===== config.mk =====
export PLATFORM = sky130hd
export DESIGN_NAME = rv_reg_file
export DESIGN_NICKNAME = d
export VERILOG_FILES = /design/src/rtl/rv_reg_file.sv
export SDC_FILE = /design/constraint.sdc
export NUM_CORES = 2
export LEC_CHECK = 0
export ABC_CLOCK_PERIOD_IN_PS = 6860
export CAP_MARGIN = 10
export CORE_UTILIZATION = 60
export CTS_BUF_LIST = sky130_fd_sc_hd__clkbuf_2
export DETAILED_ROUTE_END_ITERATION = 7
export PLACE_DENSITY = 0.8
export SLEW_MARGIN = 10
export SYNTH_ARGS = -nofsm -noshare
export SYNTH_HDL_FRONTEND = slang
export SYNTH_SLANG_ARGS = --single-unit

===== constraint.sdc =====
create_clock -name clk -period 6.86 [get_ports clk]
set_clock_uncertainty 0.05 [all_clocks]
set_input_delay 0.686 -clock clk [delete_from_list [all_inputs] [get_ports clk]]
set_output_delay 0.686 -clock clk [all_outputs]
set_load 0.02 [all_outputs]

===== src/rtl/rv_reg_file.sv =====
// RV32I integer register file: two combinational read ports, one synchronous write port, x0 hardwired to zero.
// Optional write-through bypass (WB -> ID same cycle) enabled by defining REGFILE_BYPASS_EN.
module rv_reg_file #(
    parameter int DATA_WIDTH = 32,
    parameter int ADDR_WIDTH = 5
) (
    input  logic                  clk,
    input  logic                  reset_n,
    input  logic [ADDR_WIDTH-1:0] reg1_addr_i,
    input  logic [ADDR_WIDTH-1:0] reg2_addr_i,
    output logic [DATA_WIDTH-1:0] data1_o,
    output logic [DATA_WIDTH-1:0] data2_o,
    input  logic [ADDR_WIDTH-1:0] writereg_addr_i,
    input  logic [DATA_WIDTH-1:0] data_i,
    input  logic                  data_write_i
);

    localparam int NUM_REGS = 2 ** ADDR_WIDTH;

    logic [DATA_WIDTH-1:0] regs_r [NUM_REGS];
    logic                  write_en_s;
    logic [DATA_WIDTH-1:0] data1_s;
    logic [DATA_WIDTH-1:0] data2_s;

    // Reset clears every entry; entry 0 is never written so it stays zero.
    assign write_en_s = data_write_i && (writereg_addr_i != {ADDR_WIDTH{1'b0}});

    // Register storage: reset has priority over the write port.
    always_ff @(posedge clk) begin
        if (!reset_n) begin
            for (int i = 0; i < NUM_REGS; i++) begin
                regs_r[i] <= {DATA_WIDTH{1'b0}};
            end
        end else if (write_en_s) begin
            regs_r[writereg_addr_i] <= data_i;
        end
    end

`ifdef REGFILE_BYPASS_EN
    logic bypass_hit_s;
    assign bypass_hit_s = reset_n && write_en_s;

    // Read port 1 with write-through bypass.
    always_comb begin
        data1_s = {DATA_WIDTH{1'b0}};
        if (reg1_addr_i == {ADDR_WIDTH{1'b0}}) begin
            data1_s = {DATA_WIDTH{1'b0}};
        end else if (bypass_hit_s && (reg1_addr_i == writereg_addr_i)) begin
            data1_s = data_i;
        end else begin
            data1_s = regs_r[reg1_addr_i];
        end
    end

    // Read port 2 with write-through bypass.
    always_comb begin
        data2_s = {DATA_WIDTH{1'b0}};
        if (reg2_addr_i == {ADDR_WIDTH{1'b0}}) begin
            data2_s = {DATA_WIDTH{1'b0}};
        end else if (bypass_hit_s && (reg2_addr_i == writereg_addr_i)) begin
            data2_s = data_i;
        end else begin
            data2_s = regs_r[reg2_addr_i];
        end
    end
`else
    // Read port 1: stored contents only; x0 forced to zero.
    always_comb begin
        data1_s = {DATA_WIDTH{1'b0}};
        if (reg1_addr_i == {ADDR_WIDTH{1'b0}}) begin
            data1_s = {DATA_WIDTH{1'b0}};
        end else begin
            data1_s = regs_r[reg1_addr_i];
        end
    end

    // Read port 2: stored contents only; x0 forced to zero.
    always_comb begin
        data2_s = {DATA_WIDTH{1'b0}};
        if (reg2_addr_i == {ADDR_WIDTH{1'b0}}) begin
            data2_s = {DATA_WIDTH{1'b0}};
        end else begin
            data2_s = regs_r[reg2_addr_i];
        end
    end
`endif

    assign data1_o = data1_s;
    assign data2_o = data2_s;

endmodule


== Yosys cells after proc, flatten, opt, wreduce, memory -nomap -nowiden ==
Memory sizes are Yosys's and may differ from the RTL's.
Index checks and enable logic that the tools add are counted.
Word-level totals
  latch bits: 0
  bits in writable memories: 1024
  register bits after elaboration: 0
  memories: 1
  bits in read-only memories: 0
  output and inout bits: 64
Operators by class
  shift operators: 0
  eq/ne operators: 0
  bitwise operators: 0
  multiplexer cells: 9
  order comparisons: 0
  reduce and logical (&&, ||, !) cells: 5
  add/subtract/negate cells: 0
  multipliers: 0
  div/mod/pow operators: 0
Memory list
  regs_r: words 32, width 32, read ports 2, clocked after memory_dff 0, write ports 32, RTL line 20  | logic [DATA_WIDTH-1:0] regs_r [NUM_REGS];
Operators with widths (number)
  32-bit two-way mux: 3
  32-bit OR reduction: 1
  5-bit zero test: 2
  1-bit two-way mux: 5
  5-bit two-way mux: 1
  5-bit nonzero test: 1
  1-bit logical AND: 1

== Depth between registers and ports, before layout ==
  depth after elaboration: 7
  gate-level depth with buffers: 9
  depth with buffers taken out: 4

== Least setup slack after synthesis ==
No wires, ideal clock.
  path kind: input to register
  start: input reset_n
  end: memory regs_r[24][0] (enable)
  data arrival time: 3.756 ns
  stages: 5
  data required time: 6.344 ns
  path slack: 2.588 ns
  library setup time: 0.466 ns
  path through: buf_2 nand2_1 or3_1 clkbuf_1 o21ai_0
RTL lines
  start, declared: RTL line 8  | input logic reset_n,
  end, declared: RTL line 20

== Worst setup path in the final report ==
  start: input reg1_addr_i[3]
  end: output data1_o[26]
Between the ends
  word-level cells in the longest chain between the ends: 2
  elaborated cells between the ends (all ways): 3
RTL lines
  start, declared: RTL line 9  | input logic [ADDR_WIDTH-1:0] reg1_addr_i,
  memory 32 x 32 bit / 5-bit zero test (equally long branches)
  32-bit two-way mux *: RTL line 70  | if (reg1_addr_i == {ADDR_WIDTH{1'b0}}) begin
  end, declared: RTL line 11  | output logic [DATA_WIDTH-1:0] data1_o,
Every way passes the cells marked *; elsewhere a longest branch is shown, timed or not.

==> qor.csv <==
metric;value;unit
drc_errors;0;
ys_warn_count;0;
min_from;reset_n;
pin_count;114;
path_class;in -> out;
startpoint;reg1_addr_i[3];
maxSlewViolCount;0;
synth_ff_type;edfxtp_1;
pwr_density_cell;231;mW/mm²
antenna_found_initial;9;
die_w;303;µm
wl_per_cell;34.3;µm
ir_worst_vdd;167;µV
vias_per_cell;7.27;
drtPass1Iterations;8;
min_path_type;in -> reg;
dr_total_vias;36170;
fp.coreArea;0.0889;mm²
drive_gt1_frac;0.284;
end_kind;output port;
fin_crit;5.26;ns
routed_wl;170000;µm
num_rows;109;
grt_max_degree;122;
seq_area_frac_synth;0.567;
grt_overflow;0;
regMostFlops;regs_r;
synth_area;0.0542;mm²
fin_nets;3689;
dieArea;0.0916;mm²
synthCells;3507;
hold-path-endpoint;regs_r[6][0];
gp_congestion;0.934;
cpMaxStageDelayCell;a2111oi_1;
cts_tree;done;
ys_seq_elements;1024;
area_growth;8.47;%
clk_pin_slew;0.11;ns
clk_path_buf_depth;4;
outcome;complete, no violations;
portBuffers;113;
cts_made_buffers;279;
hold_viol;0;
ys_async_sr_fraction;0;
post-dp-hpwl;102000;µm
reg.largest.list;regs_r: 1024 flops;
most-common-layout-cells;edfxtp_1, and2_1, mux4_2;
totalPowerFinal;13600;µW
cts_setup_buffers;0;
worstPathArrival;4.53;ns
p_leak;0.0204;µW
worstPathCellList;clkdlybuf4s50_1 > buf_4 > or3_1 > buf_4 > o22ai_1 > a2111oi_1 > nor3_1 > clkdlybuf4s50_1;
grt_pass1_wl;244000;µm
initial_utilization;0.610;
track_usage;0.377;
final-setup-viol-count;0;
tns;0;ns
die_y;303;µm
final_antenna_net_count;0;
final_common_cell;edfxtp_1;
ys_types;45;
tightest_slew;1.24;ns
synth_edf_count;1024;
cts.sinks;1024;
syn_avg_cell_area;15.5;µm²
cts_root_buf;clkbuf_2;
maxCapViolations;0;
largest_reg_flops;1024;
first_global_vias;37000;
rsz0062_at_grt;no;
max_freq;0.190;GHz
slew_headroom;0.171;
critPathLaunchType;input pin;
slowest_delay;0.82;ns
finalCritPeriodShare;0.767;
critical_path_required;6.12;ns
h-tree-depth;5;
drt_iter0_drc;6283;
path_max_fanout;17;
path_buf_inv;4;
cp_top_family;buffers and inverters;
min_delay_path_depth;3;
==> cell type report <==
| cell class | count | area, µm² |
|---|---|---|
| Inverter | 3 | 11.3 |
| Clock buffer | 386 | 1930 |
| Antenna cell | 11 | 27.5 |
| Tap cell | 1165 | 1460 |
| Clock inverter | 56 | 373 |
| Sequential cell | 1024 | 30700 |
| Timing Repair Buffer | 209 | 1980 |
| Fill cell | 6016 | 30100 |
| Multi-Input combinational cell | 2122 | 22300 |
==> how the worst max path moves through the flow <==
stage	to	slack [ns]	depth (start not counted)
3_5_place_dp	data1_o[13]	1.89	8
3_3_place_gp	data1_o[13]	1.46	7
2_1_floorplan	regs_r[24][0]	2.59	5
6_report	data1_o[26]	1.60	8
4_1_cts	data1_o[26]	1.80	8
5_1_grt	data1_o[3]	1.69	8
==> tightest hold or removal path, stage by stage <==
cell	delay, ns
dlygate4sd3_1	0.54
buf_4	0.42
o21ai_4	0.18
==> stage by stage <==
stage	hold WS, ns	std cells	instance area [µm²]	util	worst slack, ns
after floorplan	0.834	3538	54300	-	2.59
after global placement	1.36	4522	56500	0.635	1.46
after detailed placement	1.37	4522	56500	0.635	1.89
after CTS	0.390	4965	58800	0.661	1.80
after global routing	0.442	4969	58800	0.661	1.69
final	0.442	4976	58800	0.662	1.60
==> routing by layer <==
layer  GRT usage  vias to the layer above  wire, µm  share of wire
met2       0.579                     3505     79400           0.47
li1            -                    14007         -              -
met1       0.478                    17885     54700           0.32
met5           0                        -       103        0.00060
met3      0.0972                      759     24100           0.14
met4       0.247                       14     12200          0.071
==> report_power, final <==
group	total [µW]	leakage, µW	internal [µW]	switching, µW
Combinational	1910	0.00891	806	1100
Clock	4260	0.00179	1710	2550
Sequential	7420	0.00975	7220	196
==> cells by family after synthesis <==
group / after synthesis / synth area share
buf+inv: 392 / 0.0341
other cells: 1 / 0.0000691
mux: 652 / 0.230
simple gates: 1148 / 0.130
flops: 1024 / 0.567
compound gates: 290 / 0.0392
==> synthesized netlist by cell type (2+ instances only) <==
master,instances,area share
edfxtp_1,1024,0.57
and2_1,995,0.11
mux4_2,472,0.20
clkbuf_1,274,0.019
mux2i_1,150,0.028
o22ai_1,103,0.012
nor3_1,54,0.0050
a22o_1,51,0.0082
buf_4,45,0.0062
nor2_1,37,0.0026
o21ai_0,35,0.0032
a2111oi_1,32,0.0059
buf_2,31,0.0029
mux2_2,30,0.0062
a2111oi_0,23,0.0037
buf_6,22,0.0046
a22oi_1,16,0.0022
buf_1,15,0.0010
nor2b_1,14,0.0016
a21oi_1,12,0.0011
nand2_1,9,0.00062
a211oi_1,7,0.00097
nand2b_1,5,0.00058
nand3_1,5,0.00046
nand3b_1,5,0.00069
nor4_1,5,0.00058
a221oi_1,4,0.00065
a32o_1,4,0.00074
and3_1,3,0.00035
inv_1,3,0.00021
or3_1,3,0.00035
or3b_2,3,0.00048
a221o_1,2,0.00037
nand4b_1,2,0.00032
nor4b_1,2,0.00032
==> timing repair <==
action,in CTS,in global routing
resized for setup,0,0
hold endpoints to repair,31,0
endpoints found under the setup margin,0,0
hold buffers,1,0
No activity file was read; power rests on OpenSTA's default activity.
